[src/rtl/mac_accumulator.sv]
// Signed multiply / multiply-accumulate unit with a sticky overflow flag and an accumulation counter.
// Optional build macro MAC_SAT_EN: RESULT saturates to the DW signed range instead of wrapping.
module mac_accumulator #(
  parameter int DW   = 32,
  parameter int ACCW = 64,
  parameter int CNTW = 16
) (
  input  logic            CLK,
  input  logic            RESET,
  input  logic [DW-1:0]   A,
  input  logic [DW-1:0]   B,
  input  logic            MAC_EN,
  input  logic            MAC_RST,
  input  logic            mul_mac,
  output logic [DW-1:0]   RESULT,
  output logic            ACC_OVF,
  output logic [CNTW-1:0] MAC_CNT,
  output logic            BUSY
);

  logic signed [2*DW-1:0] prod;
  logic [ACCW-1:0]        prod_ext;
  logic [ACCW-1:0]        sum;
  logic [ACCW-1:0]        acc;
  logic [CNTW-1:0]        mac_cnt;
  logic                   acc_ovf;
  logic                   en_d;
  logic                   upd;

  // True when x cannot be represented as a DW-bit signed value.
  function automatic logic out_of_range(input logic [ACCW-1:0] x);
    return !((&x[ACCW-1:DW-1]) || !(|x[ACCW-1:DW-1]));
  endfunction

  function automatic logic [DW-1:0] fit(input logic [ACCW-1:0] x);
`ifdef MAC_SAT_EN
    if (out_of_range(x))
      return x[ACCW-1] ? {1'b1, {(DW-1){1'b0}}} : {1'b0, {(DW-1){1'b1}}};
`endif
    return x[DW-1:0];
  endfunction

  assign prod     = $signed(A) * $signed(B);
  assign prod_ext = ACCW'(prod);
  assign sum      = acc + prod_ext;

  // Only the first cycle of each MAC_EN assertion updates state, so a stalled FSM cannot double-count.
  assign upd = MAC_EN & ~en_d;

  // NOTE: every output of a combinational block gets a default first, so no path can infer a latch.
  always_comb begin
    RESULT = fit(acc);
    if (MAC_EN) begin
      if (MAC_RST) RESULT = fit(prod_ext);
      else         RESULT = fit(sum);
    end else if (mul_mac) begin
      RESULT = prod[DW-1:0];
    end
  end

  // NOTE: state registers use non-blocking assignments so every flop samples pre-edge values.
  always_ff @(posedge CLK) begin
    if (!RESET) begin
      acc     <= '0;
      en_d    <= 1'b0;
      mac_cnt <= '0;
      acc_ovf <= 1'b0;
    end else begin
      en_d <= MAC_EN;
      if (upd) begin
        if (MAC_RST) begin
          acc     <= prod_ext;
          mac_cnt <= CNTW'(1);
          acc_ovf <= out_of_range(prod_ext);
        end else begin
          acc <= sum;
          if (mac_cnt != '1) mac_cnt <= mac_cnt + 1'b1;
          acc_ovf <= acc_ovf | out_of_range(sum);
        end
      end
    end
  end

  assign ACC_OVF = acc_ovf;
  assign MAC_CNT = mac_cnt;
  assign BUSY    = 1'b0;

endmodule

[config.mk]
export PLATFORM = sky130hd
export DESIGN_NAME = mac_accumulator
export DESIGN_NICKNAME = d
export VERILOG_FILES = /design/src/rtl/mac_accumulator.sv
export SDC_FILE = /design/constraint.sdc
export NUM_CORES = 2
export LEC_CHECK = 0
export BUFFER_PORTS_ARGS = -buffer_cell sky130_fd_sc_hd__buf_2
export CAP_MARGIN = 40
export CORE_AREA = 3 3 292 294
export DETAILED_ROUTE_END_ITERATION = 6
export DIE_AREA = 0 0 295 297
export PLACE_DENSITY = 0.72
export SYNTH_ARGS = -nofsm -noshare
export SYNTH_HDL_FRONTEND = slang
export SYNTH_SLANG_ARGS = --single-unit
[constraint.sdc]
create_clock -name CLK -period 28.4 [get_ports CLK]
set_clock_uncertainty 0.15 [all_clocks]
set_input_delay 1.42 -clock CLK [delete_from_list [all_inputs] [get_ports CLK]]
set_output_delay 1.42 -clock CLK [all_outputs]
set_load 0.05 [all_outputs]
Yosys cells after proc, flatten, opt, wreduce, memory -nomap -nowiden
Index checks and enable logic that the tools add are counted.

Bits in writable memories: 0. Logic and storage cells: 30. Latch bits: 0. ROM bits: 0. Register bits: 82. Output and inout bits: 50. Input bits: 69. Memories kept: 0.

Order comparisons: 0. Add/sub/neg operators: 2. Reductions and logical operators: 12. Mux-type cells: 7. Equality and inequality tests: 1. Bitwise operators: 3. $mul: 1. Shifts and indexed selects: 0. Divide/modulo/power cells: 0.

Operators by type and width (number): 2-to-1 mux 32 bit (3); AND reduction 33 bit (2); OR reduction 33 bit (2); adder 64 bit (1); multiplier 32 x 32 -> 64 bit (1); 2-to-1 mux 64 bit (1); 2-to-1 mux 16 bit (2); adder 16 x 1 -> 16 bit, second input constant (1); inequality test 16 bit, second input constant (1); logical NOT 1 bit (4); logical OR 1 bit (2); AND reduction 2 bit (1); nonzero test 2 bit (1); bitwise AND 1 bit (1); 2-to-1 mux 1 bit (1); inverter 1 bit (1); OR 1 bit (1).

Logic depth before layout (Yosys ltp)
Depth in word-level cells: 8. Gate-level depth with buffers: 42. Depth with buffers taken out: 40.

Worst setup path after synthesis
OpenSTA, ideal clock, no wires.

Kind: in2reg. Start point: input port A[31]. End point: register acc_ovf (netlist: ACC_OVF). Arrival time: 11.570 ns. Required time: 28.127 ns. Cell stages on the path: 34. Setup slack: 16.557 ns. Library setup time: 0.123 ns. Path buffers: 2. Cells stage by stage: clkbuf_1 -> nand2_1 -> inv_1 -> fa_1 -> fa_1 -> fa_1 -> fa_1 -> inv_1 -> fa_1 -> inv_1 -> fa_1 -> inv_1 -> fa_1 -> inv_1 -> fa_1 -> ha_1 -> clkbuf_1 -> nand2_1 -> nor4_1 -> a221oi_1 -> o21ai_1 -> mux2_2 -> a311oi_1 -> ha_1 -> and2_1 -> a221o_1 -> a221oi_1 -> o31ai_4 -> xnor2_1 -> and3b_1 -> and4_1 -> or4b_1 -> and4bb_1 -> nor4b_1.

Cells in the longest elaborated chain, start to end: 8. Elaborated cells on any way between the ends: 14. Classes of those cells: 1 x add/sub; 1 x mul; 1 x mux; 1 x bitwise; 10 x reduce/logical.

Ends and longest elaborated chain: from (decl) (RTL line 10) `input logic [DW-1:0] A,`; multiplier 32 x 32 -> 64 bit * (RTL line 43) `assign prod = $signed(A) * $signed(B);`; adder 64 bit (RTL line 45) `assign sum = acc + prod_ext;`; OR reduction 33 bit (RTL line 32) `return !((&x[ACCW-1:DW-1]) || !(|x[ACCW-1:DW-1]));`; logical NOT 1 bit (RTL line 32); logical OR 1 bit (RTL line 32); logical NOT 1 bit (RTL line 32); OR 1 bit (RTL line 78) `acc_ovf <= acc_ovf | out_of_range(sum);`; 2-to-1 mux 1 bit * (RTL line 71) `if (MAC_RST) begin`; to (signal assigned) (RTL line 74) `acc_ovf <= out_of_range(prod_ext);`; to (signal assigned) (RTL line 78); to (decl) (RTL line 26) `logic acc_ovf;`.

Every way passes the cells marked *; elsewhere a longest branch is shown, timed or not. A chain may end at the register's enable or synchronous reset.

Worst setup path in the final report
Start point: input port A[9]. End point: output port RESULT[31].

Cells in the longest elaborated chain, start to end: 4. Elaborated cells on any way between the ends: 5. Classes of those cells: 1 x add/sub; 1 x mul; 3 x mux.

Ends and longest elaborated chain: multiplier 32 x 32 -> 64 bit * (RTL line 43); adder 64 bit (RTL line 45); 2-to-1 mux 32 bit (RTL line 54) `if (MAC_RST) RESULT = fit(prod_ext);`; 2-to-1 mux 32 bit * (RTL line 53) `if (MAC_EN) begin`; to (decl) (RTL line 15) `output logic [DW-1:0] RESULT,`.

Marked as above.

==> reports/qor.log <==
INFO  layout         share_of_final_layout_standard_cells_stronger_than_drive_strength_1=4.00%
INFO  placement      dp_hpwl=98800um
INFO  sta            report.final.slew_viol_count=0
INFO  synth          postSynthRegisterBits=82
INFO  global_routing grt.met3_usage=4.82%
INFO  sta            tns=0ns
INFO  global_routing grt_pass1_vias=37600
INFO  layout         layout.filler_cells=7456
INFO  die            placeableCoreArea=83200um2
INFO  flow_run       cap_viol_max_count=0
INFO  layout         nNetsFinal=6516
INFO  die            fp.dieArea=87600um2
INFO  synth          synth_enable_flop_cells=0
INFO  layout         multi_input_comb_area=39000um2
INFO  clock_network  h_tree_depth=3
INFO  global_routing antenna_found_initial=5
INFO  die            die_height=297um
INFO  synth          synth_async_sr_flop_share=0%
INFO  worst_setup_path critical_path.max_stage_delay=0.58ns
INFO  status         outcome=finished, final reports clean
INFO  worst_setup_path worst_setup_path_class=in2out
INFO  route          routed_wirelength=120000um
INFO  clock_network  cts_root_buffer=sky130_fd_sc_hd__clkbuf_16
INFO  worst_setup_path timing.critical_path.mode_cell=sky130_fd_sc_hd__fa_1
INFO  route          avgViaCountPerCell=5.75
INFO  sta            finalWorstPathRequiredPeriod=12.98ns
INFO  die            row_count=106
INFO  sta            setup-violations-final=0
INFO  worst_setup_path worst_setup_path_end_kind=primary output
INFO  clock_network  cts_inserted_buffers=9
INFO  synth          synth_top_area_share=47.6%
INFO  die            io-pin-count=119
INFO  layout         area.growth.synth_to_final=2.99%
INFO  synth          largest_family_of_logic_cells_by_synthesized_area=adder cells
INFO  route          via_count=35600
INFO  die            chipWidth=295um
INFO  route          drc=0
INFO  global_routing pin_count_of_the_biggest_net_entering_global_routing=83
INFO  synth          synth_cell_types=100
INFO  clock_network  cts_tree=built
INFO  global_routing gr-usage-met1=40.6%
INFO  clock_network  cts_buffer_depth=2
INFO  global_routing grtUsageMet2=46.3%
INFO  synth          compound_gate_portion_of_the_synthesized_area=9.64%
INFO  worst_setup_path crit_slowest_cell=sky130_fd_sc_hd__buf_2
INFO  layout         layout.area.seq=1640um2
INFO  synth          syn_area=45600um2
INFO  clock_network  clkLatencyLatePin=0.37ns
INFO  sta            timing.final.crit_share=45.7%
INFO  worst_setup_path critical_path.max_fanout=32
INFO  synth          synth_area_leader_cell=sky130_fd_sc_hd__fa_1
INFO  synth          synth_area_leaders=sky130_fd_sc_hd__fa_1 48%, sky130_fd_sc_hd__inv_1 8.5%, sky130_fd_sc_hd__ha_1 6.8%, sky130_fd_sc_hd__and2_1 6.6%, sky130_fd_sc_hd__nand2_1 5.8%
INFO  synth          yosys_warnings=0
INFO  clock_network  cts-resized-gates=0
INFO  global_routing grt_first_pass_wirelength=200000um
INFO  worst_setup_path cp-start-kind=primary input
INFO  sta            relSlewSlack=29.7%
INFO  worst_setup_path worst-endpoint-arrival=11.41ns
INFO  route          wire_length_per_cell=19.4um
INFO  synth          post_synth_and_or_nand_nor_area_fraction=18.3%
INFO  global_routing grt_overflow_total=0
INFO  synth          synth.mux.area_fraction=0.780%
INFO  synth          synth_area_in_xor_xnor=2.31%
INFO  route          antenna_violating_nets_post_route=0
INFO  clock_network  cts.reportedPaths.clkPinSlew=0.06ns
INFO  min_path       hp-class=reg2reg
INFO  die            floorplan.initialDensity=54.8%
INFO  placement      port_buffers=117
INFO  sta            max_freq=0.0771GHz
INFO  sta            hold_vio_cnt_final=0
INFO  synth          synth_nets=6646
INFO  clock_network  cts_hold_repair.buffers=0
INFO  placement      globalplace.congestion=0.984
INFO  global_routing groute.usage.overall=28.5%
INFO  clock_network  post-cts-setup-buffer-count=0
INFO  global_routing highest_utilization_routing_layer_at_the_global_route_stage=met2
INFO  synth          post_synth_fa_ha_maj_area_fraction=54.4%
INFO  worst_setup_path crit_required=26.83ns
INFO  sta            grt_setup_unrepaired=false
INFO  synth          mean_cell_area_of_the_mapped_netlist=8.69um2
INFO  synth          synth_flop_cell=sky130_fd_sc_hd__dfxtp_1
INFO  synth          syn_inst=5245
INFO  route          drt_pre_antenna_iters=6
INFO  clock_network  clock-sinks=82
INFO  synth          yosysSeqAreaShare=3.60%
INFO  route          dr.first_iter.drc_count=2444
INFO  sta            tightestPinTransition=1.03ns
routing by layer:
layer	vias up	wire (um)
li1	15800	-
met1	18300	51300
met2	1321	56900
met3	185	9750
met4	4	2460
met5	-	30
cell usage in the layout (no fill, tap or decap), drive strengths merged, types with 30 or more instances in the layout:
cell / n
fa: 1083
inv: 1029
nand2: 701
and2: 486
ha: 249
nor2: 203
a21oi: 184
buf: 148
o21ai: 135
a211oi: 89
dfxtp: 82
xnor2: 75
a21o: 66
nand3: 55
nor3: 53
xor2: 45
nor2b: 34
nand4: 33
mux2i: 31
nand2b: 30
worst paths after layout:
path            from         end  slack, ns  depth (start not counted)
max reg2reg   acc[0]     ACC_OVF      23.49                         14
min reg2reg  acc[50]     acc[50]       0.33                          2
min          acc[50]     acc[50]       0.33                          2
max             A[9]  RESULT[31]      15.42                         41
worst max-delay path, delay by kind of cell:
| kind | cells | cell delay [ns] |
|---|---|---|
| AO/OA/AOI/OAI | 6 | 1.09 |
| XOR/XNOR | 2 | 0.67 |
| buffers and inverters | 9 | 1.32 |
| adder cells (fa/ha/maj) | 10 | 4.80 |
| AND/OR/NAND/NOR | 14 | 2.08 |
registers in the layout, indices dropped and copies added, names as in the netlist:
| name | count |
|---|---|
| acc | 64 |
| en_d | 1 |
| ACC_OVF | 1 |
| MAC_CNT | 16 |
final cells by class:
| class | count | area share [%] |
|---|---|---|
| clock buffer | 12 | 0.547 |
| multi-input combinational | 3844 | 83.0 |
| tap | 1080 | 2.88 |
| clock inverter | 3 | 0.0533 |
| inverter | 1030 | 8.24 |
| timing repair buffer | 148 | 1.77 |
| sequential | 82 | 3.50 |
| antenna | 2 | 0.0107 |
metrics by stage:
step / area, um2 / hold slack, ns / utilization (%) / instances / setup slack, ns
after floorplan: 45600 / 0.286 / - / 5245 / 16.56
after global placement: 46600 / 0.299 / 56.0 / 6181 / 15.29
after detailed placement: 46600 / 0.325 / 56.1 / 6184 / 15.33
after CTS: 46900 / 0.334 / 56.4 / 6199 / 15.56
after global routing: 46900 / 0.362 / 56.4 / 6199 / 14.76
final: 46900 / 0.330 / 56.4 / 6201 / 15.42
synth_stat cells (5+ instances only):
cell type and number:
sky130_fd_sc_hd__o211ai_1 25, sky130_fd_sc_hd__fa_1 1083, sky130_fd_sc_hd__nor2b_1 34, sky130_fd_sc_hd__ha_1 249
sky130_fd_sc_hd__and2_1 482, sky130_fd_sc_hd__nand2_1 701, sky130_fd_sc_hd__or4_1 9, sky130_fd_sc_hd__nand3_1 55
sky130_fd_sc_hd__o211a_1 5, sky130_fd_sc_hd__or3_1 15, sky130_fd_sc_hd__o21ai_1 20, sky130_fd_sc_hd__a31oi_1 26
sky130_fd_sc_hd__and4_1 14, sky130_fd_sc_hd__nor3_1 50, sky130_fd_sc_hd__nand4_1 33, sky130_fd_sc_hd__o21bai_1 15
sky130_fd_sc_hd__buf_1 9, sky130_fd_sc_hd__o31ai_1 10, sky130_fd_sc_hd__nand2b_1 30, sky130_fd_sc_hd__o21a_1 20
sky130_fd_sc_hd__mux2i_1 31, sky130_fd_sc_hd__o21ai_0 114, sky130_fd_sc_hd__xor2_1 45, sky130_fd_sc_hd__xnor2_1 75
sky130_fd_sc_hd__a211oi_1 84, sky130_fd_sc_hd__dfxtp_1 82, sky130_fd_sc_hd__or2_2 5, sky130_fd_sc_hd__nor4_1 10
sky130_fd_sc_hd__buf_2 15, sky130_fd_sc_hd__inv_1 1029, sky130_fd_sc_hd__a21o_1 66, sky130_fd_sc_hd__clkbuf_1 263
sky130_fd_sc_hd__nor2_1 203, sky130_fd_sc_hd__a21oi_1 182, sky130_fd_sc_hd__a221oi_1 5, sky130_fd_sc_hd__a311oi_1 12
sky130_fd_sc_hd__and3_1 22, sky130_fd_sc_hd__o31a_1 5
cells by family (layout without fill, tap and decap cells):
| kind of cell | after synthesis | in the layout |
|---|---|---|
| adders and majority gates | 1332 | 1332 |
| xor gates and xnor gates | 120 | 120 |
| DFF | 82 | 82 |
| and+or+nand+nor | 1695 | 1695 |
| buffers and inverters | 1319 | 1193 |
| other | 1 | 3 |
| muxes | 35 | 35 |
| AOI/OAI and AO/OA | 661 | 661 |
Power is left out: the tool's default activity adds up to more than one toggle a clock period on the data nets, which glitch-free logic cannot reach.
